==> config.mk <==
export PLATFORM = sky130hd
export DESIGN_NAME = mips_mc_control_flat
export DESIGN_NICKNAME = d
export VERILOG_FILES = /design/src/rtl/mips_pkg.sv /design/src/rtl/mips_mc_control_if.sv /design/src/rtl/mips_mc_outdec.sv /design/src/rtl/mips_mc_control.sv /design/src/flat_wrapper.sv
export SDC_FILE = /design/constraint.sdc
export NUM_CORES = 1
export LEC_CHECK = 0
export ABC_AREA = 0
export CAP_MARGIN = 20
export CORE_UTILIZATION = 41
export CTS_BUF_LIST = sky130_fd_sc_hd__clkbuf_4 sky130_fd_sc_hd__clkbuf_8
export CTS_CLUSTER_DIAMETER = 50
export CTS_CLUSTER_SIZE = 12
export DETAILED_ROUTE_END_ITERATION = 12
export HOLD_SLACK_MARGIN = 0.05
export PLACE_DENSITY = 0.86
export SYNTH_ARGS = -nofsm -noshare
export SYNTH_HDL_FRONTEND = slang
export SYNTH_HIERARCHICAL = 1
export SYNTH_SLANG_ARGS = --single-unit
==> constraint.sdc <==
create_clock -name clk -period 5.7 [get_ports clk]
set_input_delay 1.14 -clock clk [delete_from_list [all_inputs] [get_ports clk]]
set_output_delay 1.14 -clock clk [all_outputs]
set_load 0.01 [all_outputs]
==> src/rtl/mips_pkg.sv <==
// Shared encodings for the multicycle MIPS control path: FSM states, opcodes,
// ALU operation codes and datapath select values.
package mips_pkg;

    typedef enum logic [3:0] {
        S_FETCH   = 4'd0,
        S_DECODE  = 4'd1,
        S_MEMADR  = 4'd2,
        S_MEMRD   = 4'd3,
        S_MEMWB   = 4'd4,
        S_MEMWR   = 4'd5,
        S_RTYPEEX = 4'd6,
        S_RTYPEWB = 4'd7,
        S_BEQEX   = 4'd8,
        S_ADDIEX  = 4'd9,
        S_ADDIWB  = 4'd10,
        S_JEX     = 4'd11
    } state_e;

    localparam logic [5:0] OP_LW    = 6'b100011;
    localparam logic [5:0] OP_SW    = 6'b101011;
    localparam logic [5:0] OP_RTYPE = 6'b000000;
    localparam logic [5:0] OP_BEQ   = 6'b000100;
    localparam logic [5:0] OP_ADDI  = 6'b001000;
    localparam logic [5:0] OP_J     = 6'b000010;

    localparam logic [2:0] ALUOP_ADD   = 3'b000;
    localparam logic [2:0] ALUOP_SUB   = 3'b001;
    localparam logic [2:0] ALUOP_FUNCT = 3'b010;

    localparam logic [1:0] SRCB_REGB  = 2'b00;
    localparam logic [1:0] SRCB_FOUR  = 2'b01;
    localparam logic [1:0] SRCB_IMM   = 2'b10;
    localparam logic [1:0] SRCB_IMMSH = 2'b11;

    localparam logic [1:0] PCSRC_ALU    = 2'b00;
    localparam logic [1:0] PCSRC_ALUOUT = 2'b01;
    localparam logic [1:0] PCSRC_JUMP   = 2'b10;

    typedef struct packed {
        logic [2:0] aluop;
        logic       alusrca;
        logic [1:0] alusrcb;
        logic [1:0] pcsrc;
        logic       iord;
        logic       regdst;
        logic       memtoreg;
        logic       irwrite;
        logic       pcwrite;
        logic       branch;
        logic       regwrite;
        logic       memwrite;
    } ctrl_t;

endpackage

==> src/rtl/mips_mc_control_if.sv <==
// Control bundle between the multicycle FSM (master) and the datapath (slave).
interface mips_mc_control_if;

    logic [5:0] opcode;
    logic       zero;
    logic       mem_ready;
    logic [2:0] aluop;
    logic       alusrca;
    logic [1:0] alusrcb;
    logic [1:0] pcsrc;
    logic       iord;
    logic       regdst;
    logic       memtoreg;
    logic       irwrite;
    logic       pcwrite;
    logic       branch;
    logic       regwrite;
    logic       memwrite;
    logic       pcen;
    logic       illegal;
    logic [3:0] state;

    modport master (
        input  opcode, zero, mem_ready,
        output aluop, alusrca, alusrcb, pcsrc, iord, regdst, memtoreg,
               irwrite, pcwrite, branch, regwrite, memwrite, pcen, illegal, state
    );

    modport slave (
        output opcode, zero, mem_ready,
        input  aluop, alusrca, alusrcb, pcsrc, iord, regdst, memtoreg,
               irwrite, pcwrite, branch, regwrite, memwrite, pcen, illegal, state
    );

endinterface

==> src/rtl/mips_mc_outdec.sv <==
// State -> control-word decoder. MIPS_MC_ADDI_EN enables the ADDIEX/ADDIWB words.
module mips_mc_outdec
    import mips_pkg::*;
(
    input  state_e state_i,
    input  logic   mem_ready_i,
    output ctrl_t  ctrl_o
);

    always_comb begin
        ctrl_o = '0;
        case (state_i)
            S_FETCH: begin
                ctrl_o.alusrcb = SRCB_FOUR;
                ctrl_o.aluop   = ALUOP_ADD;
                ctrl_o.irwrite = mem_ready_i;
                ctrl_o.pcwrite = mem_ready_i;
            end
            S_DECODE: begin
                ctrl_o.alusrcb = SRCB_IMMSH;
                ctrl_o.aluop   = ALUOP_ADD;
            end
            S_MEMADR: begin
                ctrl_o.alusrca = 1'b1;
                ctrl_o.alusrcb = SRCB_IMM;
                ctrl_o.aluop   = ALUOP_ADD;
            end
            S_MEMRD: ctrl_o.iord = 1'b1;
            S_MEMWB: begin
                ctrl_o.memtoreg = 1'b1;
                ctrl_o.regwrite = 1'b1;
            end
            S_MEMWR: begin
                ctrl_o.iord     = 1'b1;
                ctrl_o.memwrite = 1'b1;
            end
            S_RTYPEEX: begin
                ctrl_o.alusrca = 1'b1;
                ctrl_o.alusrcb = SRCB_REGB;
                ctrl_o.aluop   = ALUOP_FUNCT;
            end
            S_RTYPEWB: begin
                ctrl_o.regdst   = 1'b1;
                ctrl_o.regwrite = 1'b1;
            end
            S_BEQEX: begin
                ctrl_o.alusrca = 1'b1;
                ctrl_o.aluop   = ALUOP_SUB;
                ctrl_o.pcsrc   = PCSRC_ALUOUT;
                ctrl_o.branch  = 1'b1;
            end
`ifdef MIPS_MC_ADDI_EN
            S_ADDIEX: begin
                ctrl_o.alusrca = 1'b1;
                ctrl_o.alusrcb = SRCB_IMM;
                ctrl_o.aluop   = ALUOP_ADD;
            end
            S_ADDIWB: ctrl_o.regwrite = 1'b1;
`endif
            S_JEX: begin
                ctrl_o.pcsrc   = PCSRC_JUMP;
                ctrl_o.pcwrite = 1'b1;
            end
            default: ctrl_o = '0;
        endcase
    end

endmodule

==> src/rtl/mips_mc_control.sv <==
// Multicycle MIPS main control FSM. Define MIPS_MC_ADDI_EN to decode addi.
module mips_mc_control
    import mips_pkg::*;
(
    input  logic              clk,
    input  logic              reset,
    mips_mc_control_if.master bus
);

    state_e state_q, state_d;
    ctrl_t  ctrl;
    logic   illegal_d;

    mips_mc_outdec u_outdec (
        .state_i     (state_q),
        .mem_ready_i (bus.mem_ready),
        .ctrl_o      (ctrl)
    );

    always_comb begin
        state_d   = state_q;
        illegal_d = 1'b0;
        case (state_q)
            S_FETCH:  if (bus.mem_ready) state_d = S_DECODE;
            S_DECODE: begin
                case (bus.opcode)
                    OP_LW, OP_SW: state_d = S_MEMADR;
                    OP_RTYPE:     state_d = S_RTYPEEX;
                    OP_BEQ:       state_d = S_BEQEX;
`ifdef MIPS_MC_ADDI_EN
                    OP_ADDI:      state_d = S_ADDIEX;
`endif
                    OP_J:         state_d = S_JEX;
                    default: begin
                        state_d   = S_FETCH;
                        illegal_d = 1'b1;
                    end
                endcase
            end
            // lw and sw differ only in opcode bit 3
            S_MEMADR:  state_d = bus.opcode[3] ? S_MEMWR : S_MEMRD;
            S_MEMRD:   if (bus.mem_ready) state_d = S_MEMWB;
            S_MEMWB:   state_d = S_FETCH;
            S_MEMWR:   if (bus.mem_ready) state_d = S_FETCH;
            S_RTYPEEX: state_d = S_RTYPEWB;
            S_RTYPEWB: state_d = S_FETCH;
            S_BEQEX:   state_d = S_FETCH;
`ifdef MIPS_MC_ADDI_EN
            S_ADDIEX:  state_d = S_ADDIWB;
            S_ADDIWB:  state_d = S_FETCH;
`endif
            S_JEX:     state_d = S_FETCH;
            default:   state_d = S_FETCH;
        endcase
    end

    always_ff @(posedge clk or posedge reset) begin
        if (reset) state_q <= S_FETCH;
        else       state_q <= state_d;
    end

    // Enables are masked by reset so FETCH's mem_ready-driven writes cannot leak through
    assign bus.aluop    = ctrl.aluop;
    assign bus.alusrca  = ctrl.alusrca;
    assign bus.alusrcb  = ctrl.alusrcb;
    assign bus.pcsrc    = ctrl.pcsrc;
    assign bus.iord     = ctrl.iord;
    assign bus.regdst   = ctrl.regdst;
    assign bus.memtoreg = ctrl.memtoreg;
    assign bus.irwrite  = ctrl.irwrite  & ~reset;
    assign bus.pcwrite  = ctrl.pcwrite  & ~reset;
    assign bus.branch   = ctrl.branch   & ~reset;
    assign bus.regwrite = ctrl.regwrite & ~reset;
    assign bus.memwrite = ctrl.memwrite & ~reset;
    assign bus.pcen     = (ctrl.pcwrite | (ctrl.branch & bus.zero)) & ~reset;
    assign bus.illegal  = illegal_d & ~reset;
    assign bus.state    = state_q;

endmodule

==> src/flat_wrapper.sv <==
// flat-port wrapper written by rule: the top's interface ports become plain ports
module mips_mc_control_flat import mips_pkg::*;
  (clk, reset, bus_opcode, bus_zero, bus_mem_ready, bus_aluop, bus_alusrca, bus_alusrcb, bus_pcsrc, bus_iord, bus_regdst, bus_memtoreg, bus_irwrite, bus_pcwrite, bus_branch, bus_regwrite, bus_memwrite, bus_pcen, bus_illegal, bus_state);
  mips_mc_control_if bus_i ();
  input  logic clk;
  input  logic reset;
  input wire logic [$bits(bus_i.opcode)-1:0] bus_opcode;
  input wire logic [$bits(bus_i.zero)-1:0] bus_zero;
  input wire logic [$bits(bus_i.mem_ready)-1:0] bus_mem_ready;
  output wire logic [$bits(bus_i.aluop)-1:0] bus_aluop;
  output wire logic [$bits(bus_i.alusrca)-1:0] bus_alusrca;
  output wire logic [$bits(bus_i.alusrcb)-1:0] bus_alusrcb;
  output wire logic [$bits(bus_i.pcsrc)-1:0] bus_pcsrc;
  output wire logic [$bits(bus_i.iord)-1:0] bus_iord;
  output wire logic [$bits(bus_i.regdst)-1:0] bus_regdst;
  output wire logic [$bits(bus_i.memtoreg)-1:0] bus_memtoreg;
  output wire logic [$bits(bus_i.irwrite)-1:0] bus_irwrite;
  output wire logic [$bits(bus_i.pcwrite)-1:0] bus_pcwrite;
  output wire logic [$bits(bus_i.branch)-1:0] bus_branch;
  output wire logic [$bits(bus_i.regwrite)-1:0] bus_regwrite;
  output wire logic [$bits(bus_i.memwrite)-1:0] bus_memwrite;
  output wire logic [$bits(bus_i.pcen)-1:0] bus_pcen;
  output wire logic [$bits(bus_i.illegal)-1:0] bus_illegal;
  output wire logic [$bits(bus_i.state)-1:0] bus_state;
  assign bus_i.opcode = bus_opcode;
  assign bus_i.zero = bus_zero;
  assign bus_i.mem_ready = bus_mem_ready;
  assign bus_aluop = bus_i.aluop;
  assign bus_alusrca = bus_i.alusrca;
  assign bus_alusrcb = bus_i.alusrcb;
  assign bus_pcsrc = bus_i.pcsrc;
  assign bus_iord = bus_i.iord;
  assign bus_regdst = bus_i.regdst;
  assign bus_memtoreg = bus_i.memtoreg;
  assign bus_irwrite = bus_i.irwrite;
  assign bus_pcwrite = bus_i.pcwrite;
  assign bus_branch = bus_i.branch;
  assign bus_regwrite = bus_i.regwrite;
  assign bus_memwrite = bus_i.memwrite;
  assign bus_pcen = bus_i.pcen;
  assign bus_illegal = bus_i.illegal;
  assign bus_state = bus_i.state;
  mips_mc_control u_core (.clk(clk), .reset(reset), .bus(bus_i));
endmodule
==> summary by stage <==
Outcome
The run finished with clean final reports.

Placement
After legalization and detailed placement, the total HPWL measured 1040 um. The placer's final routability congestion estimate is 0.670. Once placement finished, the instance area stood at 832 um^2. The total of buffers placed on input and output ports is 30.

Synthesis
In this run, synthesis produced a sequential element count of 4. The portion of netlist area occupied by mux cells is 0. The compound-gate portion of the synthesized area is 0.156. The dominant combinational cell family by area after synthesis is simple AND/OR/NAND/NOR gates.

Counting every instance in the synthesized netlist gives 72. The share of the Yosys chip area taken by registers is 0.181. The average cell area after synthesis is 7.68 um^2.

The synthesized design spends more area on one cell type than any other, namely dfrtp_1. Ranked by total cell area, the synthesized netlist is headed by dfrtp_1 18%, nor2b_1 7.9%, nor3b_1 6.8%. Of the total synthesized cell area, the portion taken by full adders, half adders and majority gates is 0. The number of warnings printed during yosys synthesis is 6. The post-synthesis instance area is 553 um^2. The share of synthesized cell area in and, or, nand and nor gates is 0.511.

Counting every net in the synthesized netlist gives 82. The distinct cell type count after synthesis is 36. Of the total synthesized cell area, the portion taken by XOR and XNOR cells is 0.0475. The share of synthesized area in the top cell type comes to 0.181.

Setup path
On the critical path the largest part of the delay comes from buffers and inverters. The flop-to-flop setup slack is 3.54 ns. The critical path ends at bus_pcen.

The worst setup path is of the primary input to primary output kind. The number of buffers and inverters on the critical path is 2. The type of destination of the critical path is a primary output. The cell type with the highest occurrence count on the critical path is clkdlybuf4s50_1. The critical path starts at bus_mem_ready.

In this run the critical register-to-register path is launched from u_core/bus.state[0]. The logic depth of the worst setup path including buffers is 6. The endpoint of the worst-slack reg-to-reg timing path is u_core/bus.state[2]. The signal on the critical path passes through clkdlybuf4s50_1 -> or4b_1 -> a21oi_1 -> nor2b_1 -> a21o_1 -> clkdlybuf4s50_1. The maximum fanout encountered on the critical timing path is 6.

The worst setup path is launched from a primary input. For the worst setup path, the data required time is 4.56 ns. The delay of the slowest critical-path stage is 0.55 ns. The logic depth of the worst register-to-register path is 3. Data arrives at the worst endpoint at 3.09 ns. The cell at the slowest stage of the critical path is clkdlybuf4s50_1.

Global route
The global router's overall resource usage is 0.221. Entering global routing, the biggest net connects 24 pins. The wire length of the first global-routing pass is 2250 um.

The overall overflow remaining after global route is 0. The via count of the first global-routing pass was 537. The number of antenna violations at the first check in global routing came to 0.

Cells and area
In the layout the commonest cells are 30 x clkdlybuf4s50_1, 7 x nor2b_1, 6 x nor3_1, 5 x nor3b_1. From synthesis to final layout, the design area changed by 54.5%. After routing the design area is 855 um^2. The register with the most flip-flops in the layout has 4 of them.

0 antenna diodes ended up in the layout. In the final layout, the share of cells above drive strength 1 is 0.0606. After the last flow step, the layout net total stands at 111.

The most common library cell in the layout ignoring fill and taps is clkdlybuf4s50_1.

Pwr
The areal power density over the cells is 148 mW/mm^2. The combinational power share is 0.414. The switching share of power is 0.324. The share of total power dissipated in the clock network is 0.272. The sequential cell fraction of total power is 0.313. Internal power comes to 0.0856 mW. For this design the total switching power over the nets is 0.0410 mW. The leakage power is 0.300 nW. The worst-case IR drop observed on VDD is 86.5 uV.

Clock tree
The total CTS buffers is 3. The buffers inserted during post-CTS setup optimization is 0. The buffer levels on the longest clock path is 2. The level count of the clock H-tree is 1. For this design, the sink count on the clock tree is 4. After clock tree synthesis, the clock-pin slew on the worst setup and hold paths is 0.04 ns.

The buffer cell driving the clock tree root is clkbuf_4. Once the clock tree was built, the resizer swapped 0 gates to a different size. The clock latency reported for the late side of the worst-skew pair is 0.23 ns. The post-cts hold buffer count is 0. TritonCTS built the clock tree.

STA
For the final routed database, the setup TNS stands at 0 ns. Setup repair after global routing left no endpoint under its margin. The remaining max-slew budget at the tightest pin is 0.557. Derived from the worst setup path, the maximum achievable clock frequency is 236 MHz. The transition at the pin with the smallest max-transition slack is 0.665 ns.

Subtracting the final worst setup slack from the clock period gives 4.23 ns. The share of the clock period used by the worst path after layout is 0.743. The count of endpoints failing hold in the final timing report is 0. The count of final setup violators is 0. The max-slew violation total from the final report is 0. On the final layout, the worst clock skew is 0.00522 ns.

Route
The detailed router placed 626 vias in this run. Using the TritonRoute via totals, the vias-per-cell ratio works out to 5.54. The number of detailed-routing iterations run before antenna repair is 4. The wire length per cell is 12.4 um. The DRC violation count after routing is 0. The post-detailed-route count of antenna-violating nets is 0.

In this run, the number of DRC markers left after iteration 0 of detailed routing was 5. The routed design has 1410 um of wire.

Floorplanning
The starting density of the core is 0.466. After floorplanning, the core was sized to cover 0.00119 mm^2. The die covers 0.00150 mm^2. The height of the die is 38.7 um.

The floorplan step set the die width to 38.7 um. Pin placement for this block handled 32 I/O pins. In this run the core area contains 12 standard-cell rows.

Job
The tool flagged a number of max-cap violations equal to 0.

Worst hold path
The tightest min-delay check is of the flop to flop type.
[worst min-delay path by stage]
stage	slack, ns	cells after the start	endpoint	from
finish	0.70	1	u_core/bus.state[0]	u_core/bus.state[3]
global route	0.74	1	u_core/bus.state[0]	u_core/bus.state[3]
CTS	0.70	1	u_core/bus.state[0]	u_core/bus.state[3]
detailed placement	0.69	1	u_core/bus.state[0]	u_core/bus.state[3]
global placement	0.70	1	u_core/bus.state[0]	u_core/bus.state[3]
floorplan	0.55	1	u_core/bus.state[0]	u_core/bus.state[3]
[power by group through the flow]
| stage | logic, mW | clock network (mW) | registers, mW |
|---|---|---|---|
| 4_1_cts | 0.0528 | 0.0359 | 0.0395 |
| 6_report | 0.0524 | 0.0345 | 0.0397 |
| 3_3_place_gp | 0.0512 | 0 | 0.0396 |
| 2_1_floorplan | 0.0295 | 0 | 0.0356 |
| 5_1_grt | 0.0572 | 0.0366 | 0.0409 |
| 3_5_place_dp | 0.0526 | 0 | 0.0397 |
[worst reg2reg max path, cell delays in order (launching register included)]
cell	delay [ns]
dfrtp_1	0.71
or4b_4	0.56
or4b_1	0.48
a311oi_1	0.30
[layout make-up]
class / count / area [um^2]
sequential: 4 / 100
fill: 118 / 332
timing repair buffer: 30 / 300
multi-input combinational: 58 / 399
clock buffer: 3 / 22.5
inverter: 4 / 15.0
tap: 14 / 17.5
[synthesized netlist by cell type]
master and n:
nor2b_1 7, nor3_1 6, nor3b_1 5, a21oi_1 4
dfrtp_1 4, inv_1 4, nor2_1 3, xnor2_1 3
and2_1 2, buf_4 2, clkbuf_1 2, nand2b_1 2
nand3_1 2, nor4_1 2, o21ai_0 2, or4b_1 2
a211o_1 1, a21o_1 1, a311oi_1 1, and2b_2 1
and3_1 1, buf_2 1, buf_6 1, conb_1 1
nand2_1 1, nand3b_1 1, nand4b_1 1, nor4_4 1
o211ai_1 1, o22ai_1 1, o311ai_0 1, o32ai_1 1
or2b_1 1, or3_1 1, or3b_1 1, or4b_4 1
[routing by layer]
metal / vias up / wire (um) / track usage
met4: 0 / 0 / 0.103
met5: - / 0 / 0
met3: 0 / 94 / 0.0405
met1: 284 / 586 / 0.237
li1: 315 / - / -
met2: 27 / 725 / 0.408
[logic make-up after synthesis]
kind of cell,count (synthesis)
flops,4
buf+inv,10
simple gates,41
other cells,1
xor+xnor,3
compound gates,13
[through the flow]
stage,util,worst slack [ns],total power [mW],hold slack (ns),std cells
after floorplan,-,2.48,0.0651,0.546,72
after global placement,0.701,1.51,0.0909,0.703,110
after detailed placement,0.701,1.46,0.0924,0.692,110
after CTS,0.720,1.46,0.128,0.698,113
after global routing,0.720,1.38,0.135,0.743,113
final,0.720,1.47,0.127,0.701,113
(Power assumes the default switching activity.)
